==> src/rtl/q_job_sequencer_if.sv <==
// ============================================================================
// Module      : q_job_sequencer_if
// Description : Operand/result valid-ready channels and compute-core
//               start/done bus for the Q job sequencer.
// Revision    : 1.0 - initial release
// ============================================================================
`default_nettype none

interface q_job_sequencer_if #(
  parameter int DATA_W = 32
);
  logic [DATA_W-1:0] N;
  logic              N_valid;
  logic              N_ready;
  logic [DATA_W-1:0] X;
  logic              X_valid;
  logic              X_ready;
  logic [DATA_W-1:0] T;
  logic              T_valid;
  logic              T_ready;
  logic [DATA_W-1:0] Q;
  logic              Q_valid;
  logic              Q_ready;
  logic              core_start;
  logic [DATA_W-1:0] core_n;
  logic [DATA_W-1:0] core_x;
  logic [DATA_W-1:0] core_t;
  logic              core_done;
  logic [DATA_W-1:0] core_q;
  logic [15:0]       job_count;
  logic              busy;
  logic              err;

  // Environment side: operand sources, result sink and compute core.
  modport master (
    output N, N_valid, X, X_valid, T, T_valid, Q_ready, core_done, core_q,
    input  N_ready, X_ready, T_ready, Q, Q_valid, core_start,
    input  core_n, core_x, core_t, job_count, busy, err
  );

  // Sequencer side.
  modport slave (
    input  N, N_valid, X, X_valid, T, T_valid, Q_ready, core_done, core_q,
    output N_ready, X_ready, T_ready, Q, Q_valid, core_start,
    output core_n, core_x, core_t, job_count, busy, err
  );
endinterface

`default_nettype wire

==> src/rtl/q_job_sequencer.sv <==
// ============================================================================
// Module      : q_job_sequencer
// Description : Collects sticky N/X operands, launches one compute-core job
//               per accepted T and returns Q. Optional watchdog on the core
//               wait is enabled with macro Q_SEQ_WATCHDOG_EN.
// Revision    : 1.0 - initial release
// ============================================================================
`default_nettype none

module q_job_sequencer #(
  parameter int                DATA_W         = 32,
  parameter logic [DATA_W-1:0] N_RESET        = '0,
  parameter int                TIMEOUT_CYCLES = 1024,
  parameter logic [DATA_W-1:0] ERR_PATTERN    = 32'h7FC0_0000
) (
  input  wire logic             aclk,
  input  wire logic             aresetn,
  q_job_sequencer_if.slave      bus
);

  typedef enum logic [1:0] {
    S_IDLE  = 2'd0,
    S_ISSUE = 2'd1,
    S_WAIT  = 2'd2,
    S_OUT   = 2'd3
  } state_t;

  state_t            r_state;
  state_t            w_state_nxt;

  logic [DATA_W-1:0] r_core_n;
  logic [DATA_W-1:0] r_core_x;
  logic [DATA_W-1:0] r_core_t;
  logic [DATA_W-1:0] r_q;
  logic              r_q_valid;
  logic              r_x_loaded;
  logic [15:0]       r_job_count;

  logic              w_n_ready;
  logic              w_x_ready;
  logic              w_t_ready;
  logic              w_core_start;
  logic              w_busy;
  logic              w_n_fire;
  logic              w_x_fire;
  logic              w_t_fire;
  logic              w_done;
  logic              w_q_fire;
  logic              w_timeout;

  // ---------------------------------------------------------------------------
  // Optional watchdog on the WAIT state
  // ---------------------------------------------------------------------------
`ifdef Q_SEQ_WATCHDOG_EN
  localparam int c_WD_W = (TIMEOUT_CYCLES > 1) ? $clog2(TIMEOUT_CYCLES) : 1;

  logic [c_WD_W-1:0] r_wd_cnt;
  logic              r_err;

  // Last WAIT cycle before the limit; a simultaneous core_done takes priority.
  assign w_timeout = (r_state == S_WAIT) && !bus.core_done &&
                     (r_wd_cnt == c_WD_W'(TIMEOUT_CYCLES - 1));

  always_ff @(posedge aclk or negedge aresetn) begin
    if (!aresetn) begin
      r_wd_cnt <= '0;
      r_err    <= 1'b0;
    end else begin
      if (r_state == S_ISSUE) begin
        r_wd_cnt <= '0;
      end else if (r_state == S_WAIT) begin
        r_wd_cnt <= r_wd_cnt + 1'b1;
      end
      if (w_timeout) begin
        r_err <= 1'b1;
      end
    end
  end

  assign bus.err = r_err;
`else
  logic w_unused_wd;

  assign w_timeout   = 1'b0;
  assign w_unused_wd = ^{ERR_PATTERN, TIMEOUT_CYCLES[0]};
  assign bus.err     = 1'b0;
`endif

  // ---------------------------------------------------------------------------
  // Control FSM
  // ---------------------------------------------------------------------------
  always_ff @(posedge aclk or negedge aresetn) begin
    if (!aresetn) begin
      r_state <= S_IDLE;
    end else begin
      r_state <= w_state_nxt;
    end
  end

  always_comb begin
    w_state_nxt  = r_state;
    w_n_ready    = 1'b0;
    w_x_ready    = 1'b0;
    w_t_ready    = 1'b0;
    w_core_start = 1'b0;
    w_busy       = 1'b1;
    unique case (r_state)
      S_IDLE: begin
        // Readies are state decodes, forced low while reset is asserted.
        w_n_ready = aresetn;
        w_x_ready = aresetn;
        w_t_ready = aresetn && r_x_loaded;
        w_busy    = 1'b0;
        if (w_t_fire) begin
          w_state_nxt = S_ISSUE;
        end
      end
      S_ISSUE: begin
        w_core_start = 1'b1;
        w_state_nxt  = S_WAIT;
      end
      S_WAIT: begin
        if (bus.core_done || w_timeout) begin
          w_state_nxt = S_OUT;
        end
      end
      S_OUT: begin
        if (bus.Q_ready) begin
          w_state_nxt = S_IDLE;
        end
      end
      default: begin
        w_state_nxt = S_IDLE;
      end
    endcase
  end

  assign w_n_fire = bus.N_valid && w_n_ready;
  assign w_x_fire = bus.X_valid && w_x_ready;
  assign w_t_fire = bus.T_valid && w_t_ready;
  // core_done counts only in WAIT; pulses in ISSUE, OUT or IDLE are dropped.
  assign w_done   = (r_state == S_WAIT) && bus.core_done;
  assign w_q_fire = (r_state == S_OUT) && bus.Q_ready;

  // ---------------------------------------------------------------------------
  // Operand, result and job-count registers
  // ---------------------------------------------------------------------------
  always_ff @(posedge aclk or negedge aresetn) begin
    if (!aresetn) begin
      r_core_n    <= N_RESET;
      r_core_x    <= '0;
      r_core_t    <= '0;
      r_x_loaded  <= 1'b0;
      r_q         <= '0;
      r_q_valid   <= 1'b0;
      r_job_count <= 16'd0;
    end else begin
      if (w_n_fire) begin
        r_core_n <= bus.N;
      end
      if (w_x_fire) begin
        r_core_x   <= bus.X;
        r_x_loaded <= 1'b1;
      end
      if (w_t_fire) begin
        r_core_t <= bus.T;
      end
      if (w_done) begin
        r_q       <= bus.core_q;
        r_q_valid <= 1'b1;
      end else if (w_timeout) begin
        r_q       <= ERR_PATTERN;
        r_q_valid <= 1'b1;
      end
      if (w_q_fire) begin
        r_q_valid   <= 1'b0;
        r_job_count <= r_job_count + 16'd1;
      end
    end
  end

  assign bus.N_ready    = w_n_ready;
  assign bus.X_ready    = w_x_ready;
  assign bus.T_ready    = w_t_ready;
  assign bus.Q          = r_q;
  assign bus.Q_valid    = r_q_valid;
  assign bus.core_start = w_core_start;
  assign bus.core_n     = r_core_n;
  assign bus.core_x     = r_core_x;
  assign bus.core_t     = r_core_t;
  assign bus.job_count  = r_job_count;
  assign bus.busy       = w_busy;

endmodule

`default_nettype wire

==> src/flat_wrapper.sv <==
// flat-port wrapper written by rule: the top's interface ports become plain ports
module q_job_sequencer_flat 
#(
  parameter int                DATA_W         = 32,
  parameter logic [DATA_W-1:0] N_RESET        = '0,
  parameter int                TIMEOUT_CYCLES = 1024,
  parameter logic [DATA_W-1:0] ERR_PATTERN    = 32'h7FC0_0000
)
  (aclk, aresetn, bus_N, bus_N_valid, bus_X, bus_X_valid, bus_T, bus_T_valid, bus_Q_ready, bus_core_done, bus_core_q, bus_N_ready, bus_X_ready, bus_T_ready, bus_Q, bus_Q_valid, bus_core_start, bus_core_n, bus_core_x, bus_core_t, bus_job_count, bus_busy, bus_err);
  q_job_sequencer_if #(.DATA_W(DATA_W)) bus_i ();
  input  wire logic aclk;
  input  wire logic aresetn;
  input wire logic [$bits(bus_i.N)-1:0] bus_N;
  input wire logic [$bits(bus_i.N_valid)-1:0] bus_N_valid;
  input wire logic [$bits(bus_i.X)-1:0] bus_X;
  input wire logic [$bits(bus_i.X_valid)-1:0] bus_X_valid;
  input wire logic [$bits(bus_i.T)-1:0] bus_T;
  input wire logic [$bits(bus_i.T_valid)-1:0] bus_T_valid;
  input wire logic [$bits(bus_i.Q_ready)-1:0] bus_Q_ready;
  input wire logic [$bits(bus_i.core_done)-1:0] bus_core_done;
  input wire logic [$bits(bus_i.core_q)-1:0] bus_core_q;
  output wire logic [$bits(bus_i.N_ready)-1:0] bus_N_ready;
  output wire logic [$bits(bus_i.X_ready)-1:0] bus_X_ready;
  output wire logic [$bits(bus_i.T_ready)-1:0] bus_T_ready;
  output wire logic [$bits(bus_i.Q)-1:0] bus_Q;
  output wire logic [$bits(bus_i.Q_valid)-1:0] bus_Q_valid;
  output wire logic [$bits(bus_i.core_start)-1:0] bus_core_start;
  output wire logic [$bits(bus_i.core_n)-1:0] bus_core_n;
  output wire logic [$bits(bus_i.core_x)-1:0] bus_core_x;
  output wire logic [$bits(bus_i.core_t)-1:0] bus_core_t;
  output wire logic [$bits(bus_i.job_count)-1:0] bus_job_count;
  output wire logic [$bits(bus_i.busy)-1:0] bus_busy;
  output wire logic [$bits(bus_i.err)-1:0] bus_err;
  assign bus_i.N = bus_N;
  assign bus_i.N_valid = bus_N_valid;
  assign bus_i.X = bus_X;
  assign bus_i.X_valid = bus_X_valid;
  assign bus_i.T = bus_T;
  assign bus_i.T_valid = bus_T_valid;
  assign bus_i.Q_ready = bus_Q_ready;
  assign bus_i.core_done = bus_core_done;
  assign bus_i.core_q = bus_core_q;
  assign bus_N_ready = bus_i.N_ready;
  assign bus_X_ready = bus_i.X_ready;
  assign bus_T_ready = bus_i.T_ready;
  assign bus_Q = bus_i.Q;
  assign bus_Q_valid = bus_i.Q_valid;
  assign bus_core_start = bus_i.core_start;
  assign bus_core_n = bus_i.core_n;
  assign bus_core_x = bus_i.core_x;
  assign bus_core_t = bus_i.core_t;
  assign bus_job_count = bus_i.job_count;
  assign bus_busy = bus_i.busy;
  assign bus_err = bus_i.err;
  q_job_sequencer #(.DATA_W(DATA_W), .N_RESET(N_RESET), .TIMEOUT_CYCLES(TIMEOUT_CYCLES), .ERR_PATTERN(ERR_PATTERN)) u_core (.aclk(aclk), .aresetn(aresetn), .bus(bus_i));
endmodule
==> config.mk <==
export PLATFORM = sky130hd
export DESIGN_NAME = q_job_sequencer_flat
export DESIGN_NICKNAME = d
export VERILOG_FILES = /design/src/rtl/q_job_sequencer_if.sv /design/src/rtl/q_job_sequencer.sv /design/src/flat_wrapper.sv
export SDC_FILE = /design/constraint.sdc
export NUM_CORES = 1
export LEC_CHECK = 0
export ABC_CLOCK_PERIOD_IN_PS = 2400
export CAP_MARGIN = 20
export CORE_MARGIN = 3
export CORE_UTILIZATION = 40
export CTS_BUF_LIST = sky130_fd_sc_hd__clkbuf_16
export DETAILED_ROUTE_END_ITERATION = 12
export PLACE_DENSITY = 0.8
export SLEW_MARGIN = 10
export SYNTH_ARGS = -nofsm -noshare
export SYNTH_HDL_FRONTEND = slang
export SYNTH_SLANG_ARGS = --single-unit
==> constraint.sdc <==
create_clock -name aclk -period 2.4 [get_ports aclk]
set_input_delay 0.48 -clock aclk [delete_from_list [all_inputs] [get_ports aclk]]
set_output_delay 0.48 -clock aclk [all_outputs]
set_load 0.05 [all_outputs]
# After elaboration in Yosys (flattened, before gate mapping)

Index checks and enable logic that the tools add are counted.

Bits in registers: 148
Input bits: 135
Output and inout port bits: 151

$add $sub $neg: 1
Equality and inequality tests: 6
Mux-type cells: 10
Reductions and logical operators: 9

Operators with widths:

| operator                                               | count |
|---|---|
| adder 16 x 1 -> 16 bit (second input constant)         | 1 |
| case mux 2 bit (4 select lines)                        | 1 |
| logical AND 1 bit                                      | 6 |
| 2-to-1 mux 1 bit                                       | 6 |
| 2-to-1 mux 2 bit                                       | 3 |
| equality test 2 bit (second input constant)            | 2 |
| inequality test 2 bit (second input constant)          | 2 |
| AND reduction 3 bit                                    | 1 |
| equality test 2 x 1 -> 1 bit (second input constant)   | 1 |
| zero test 2 bit                                        | 1 |
| inequality test 2 x 1 -> 1 bit (second input constant) | 1 |
| nonzero test 2 bit                                     | 1 |

# Longest topological paths before layout

Word-level depth: 5
Mapped depth: 7

# Least setup slack after synthesis

No wires, ideal clock.

Path type: register -> register
Start: reg u_core.r_state[0]
End: reg u_core.r_state[1]
Data arrival time: 1.738 ns
Slack: 0.534 ns
Stages on the path, launching flop included: 8
Path buffers: 1
Clock period less this slack: 1.866 ns
Cells stage by stage: dfrtp_1 inv_1 ha_1 and2_1 buf_4 nand3_4 a221oi_2 mux2_1

Word-level cells in the longest chain between the ends: 5
Elaborated cells on any way between the ends: 11
Classes of those cells: eq/ne (6); mux (2); reduce/logical (3)

Ends and longest elaborated chain:

| what                                            | RTL line               | source |
|---|---|---|
| start, declared                                 | q_job_sequencer.sv:28  | `state_t r_state;` |
| start signal, assigned                          | q_job_sequencer.sv:96  | `r_state <= w_state_nxt;` |
| zero test 2 bit                                 | q_job_sequencer.sv:107 | `unique case (r_state)` |
| 2-to-1 mux 1 bit                                | q_job_sequencer.sv:107 |  |
| logical AND 1 bit                               | q_job_sequencer.sv:140 | `assign w_t_fire = bus.T_valid && w_t_ready;` |
| inequality test 2 x 1 -> 1 bit (no source line) | --                     |  |
| AND reduction 3 bit (no source line)            | --                     |  |

Several ways; a longest one is shown, not always the timed one.
A chain may end at the register's enable or synchronous reset.

# Final worst setup path

Start: reg u_core.r_state[0]
End: out bus_X_ready

Word-level cells in the longest chain between the ends: 2

Ends and longest elaborated chain:

| what             | RTL line               | source |
|---|---|---|
| zero test 2 bit  | q_job_sequencer.sv:107 |  |
| 2-to-1 mux 1 bit | q_job_sequencer.sv:107 |  |
| end, declared    | flat_wrapper.sv:23     | `output wire logic [$bits(bus_i.X_ready)-1:0] bus_X_ready;` |

Every way passes these cells.

==> key figures <==
Clock network
  – Clk sinks: 148
  – Setup Buffers After CTS: 0
  – Clock Tree Buf Depth: 2
  – H-tree depth: 4
  – TritonCTS clock tree: done
  – CTS Hold Bufs: 0
  – Inserted Clock Buffers: 17
  – Clk root buf: clkbuf_16
  – Worst-skew pair later-pin latency: 0.41 ns
  – Worst-path clk slew: 0.05 ns
  – Post_cts resized: 0

Drt
  – Via count: 4019
  – Pre-antenna DRT Iters: 4
  – Final wirelength: 14.99 mm
  – Routed Antenna Nets: 0
  – Wirelength per Cell: 17.75 microns
  – Vias per std cell: 4.762
  – Drt drc: 0
  – Initial DRC count: 129

Placement
  – IO Port Bufs: 284
  – HPWL after DPL: 11.34 mm
  – Gpl congestion: 0.8061

Timing
  – Final Hold Vio Count: 0
  – Unrepaired setup endpoints after global routing: no
  – Fin crit share: 92.98%
  – Relative slew slack: 46.15%
  – Setup tns final: 0 ns
  – Final setup vio count: 0
  – FMAX: 448.1 MHz
  – Clock Skew: 0.007704 ns
  – Actual slew at the worst max-slew pin: 0.8077 ns
  – Fin crit period: 2.232 ns
  – Final Max Tran Viols: 0

Global routing
  – Largest net degree at the start of global routing: 149
  – Number of global-route vias before repair: 4370
  – Grt ovf: 0
  – Initial antenna violation count: 0
  – Total Routing Usage GR: 19.38%
  – First-pass GRT wire length: 23.83 mm

Setup path
  – Startpoint types: register
  – Worst Path Arrival: 1.75 ns
  – Crit-path max FO: 5
  – Max incr delay on CP: 0.41 ns
  – Slowest cell on the critical path: dfrtp_1
  – Flop2flop setup slack: 0.42 ns
  – Reg2reg path depth: 6
  – Setup crit end kind: output port
  – Worst EP required: 1.92 ns
  – Crit path kind: reg2out
  – Crit-path cells: inv_1 -> ha_1 -> and2_2 -> buf_4 -> buf_12

Power
  – Peak VDD IR: 928.5 uV
  – Pleak: 0.004027 uW
  – Pwr dens: 1669 mW/mm^2
  – Tot Pwr: 15730 uW

Synthesis
  – Synthesized net count: 497
  – Synthesized instance count: 357
  – Mapped cell area: 0.005714 sq mm
  – Seq/Total Area, Yosys: 64.81%
  – #FFs+latches synth: 148
  – Synth warn: 0
  – Number of distinct library cells after synthesis: 30
  – Mapped Avg Cell Area: 16.01 sq um

Hold path
  – Worst hold path type: in2async

Final layout
  – Area growth syn-to-layout: 64.94%
  – Commonest non-fill, non-tap cell in the layout: clkdlybuf4s50_1
  – Nets: 791
  – Most frequent cells in the layout: clkdlybuf4s50_1, dfrtp_1, mux2_2
  – Ant. Diodes: 0
  – Proportion of layout cells with a drive suffix above 1: 26.20%

Flow run
  – Max-cap violations: 0

Floorplan
  – Core Region: 0.01393 sq mm
  – Initial Util: 41.01%
  – Die area: 0.01576 sq mm
  – Die width: 125.5 microns
  – Die Span Y: 125.5 microns
  – Row count: 43
  – IO Pins: 286

Status
  – Outcome: finished clean
-- worst paths after layout --
check | from | end
max in group asynchronous | aresetn | u_core.bus.job_count[6]
worst min register to register | u_core.bus.job_count[15] | u_core.bus.job_count[15]
worst min-delay path | aresetn | u_core.r_x_loaded
min in group aclk | u_core.bus.job_count[15] | u_core.bus.job_count[15]
worst max-delay path | u_core.r_state[0] | bus_X_ready
worst max register to register | u_core.r_state[0] | u_core.bus.core_x[27]
-- where the power goes --
part / switching (uW) / total (uW) / internal [uW]
registers: 621 / 4290 / 3670
clock network: 954 / 2660 / 1710
logic: 5520 / 8770 / 3260
total: 7090 / 15700 / 8630
-- sequential cells by signal, summed over array words and instances, names as in the netlist --
signal                count
u_core.r_x_loaded         1
u_core.bus.Q             32
u_core.bus.Q_valid        1
u_core.bus.core_x        32
u_core.bus.core_t        32
u_core.r_state            2
u_core.bus.job_count     16
u_core.bus.core_n        32
-- cell families (layout without fill, tap and decap cells) --
kind of cell	after synthesis	after routing	synth area share, %
adders and majority gates	5	5	1.095
AOI/OAI and AO/OA	4	4	0.6130
other	1	1	0.06563
buffers and inverters	19	326	1.708
muxes	130	130	25.62
xor gates and xnor gates	15	15	2.299
and+or+nand+nor	35	35	3.788
DFF	148	148	64.81
-- per-layer routing --
metal  wire [microns]  vias to the layer above  global-route usage (%)
met3             1365                       28                   7.604
met1             5355                     1969                   20.80
met2             7935                      180                   34.58
li1                 -                     1842                       -
met5                0                        -                       0
met4              328                        0                   6.952
-- cells in the mapped netlist --
master    instances  share of area (%)
nor2_1            3               0.20
mux2_1            2               0.39
nor4_2            1               0.22
nand2_4           1               0.20
conb_1            1              0.066
buf_2            12                1.1
o32a_1            1               0.18
nand2b_1          1               0.11
and2b_1           1               0.13
dfrtp_1         148                 65
nand3_4           1               0.31
nor2_2            2               0.22
and3_1            2               0.22
nand4_1           3               0.33
a221oi_2          1               0.26
a21oi_1           2               0.18
buf_4             3               0.39
nand3_1           6               0.53
inv_1             4               0.26
ha_1              5                1.1
and4_1            1               0.15
xor2_1            5               0.77
nor4_1            1               0.11
nand2_2           2               0.22
and2_1            1               0.11
nand2_1           7               0.46
xnor2_1          10                1.5
nor3_1            1              0.088
mux2_2          128                 25
or4_4             1               0.20
-- area by class of cell --
type | instances | area, sq um
clock inverter | 15 | 172.7
inverter | 4 | 15.01
clock buffer | 17 | 425.4
sequential | 148 | 3704
tap | 180 | 225.2
multi-input combinational | 190 | 1914
fill | 976 | 4509
timing repair buffer | 290 | 2969
-- critical path: cells and delay by family (launching register included) --
family / cells / cell delay (ns)
buffers and inverters: 3 / 0.41
adder cells (fa/ha/maj): 1 / 0.26
AND/OR/NAND/NOR: 1 / 0.27
flip-flops: 1 / 0.41
-- per-stage QoR --
stage	worst slack, ns	cells	area (sq um)	hold WS [ns]	util (%)
finish	0.1685	844	9425	0.1813	67.64
global route	0.04240	844	9425	0.2810	67.64
CTS	0.003497	844	9422	0.2588	67.61
detailed placement	0.2980	812	8823	0.4876	63.32
global placement	0.3536	812	8823	0.4614	63.32
floorplan	0.5342	357	5714	0.1844	-
(Power assumes the default switching activity.)
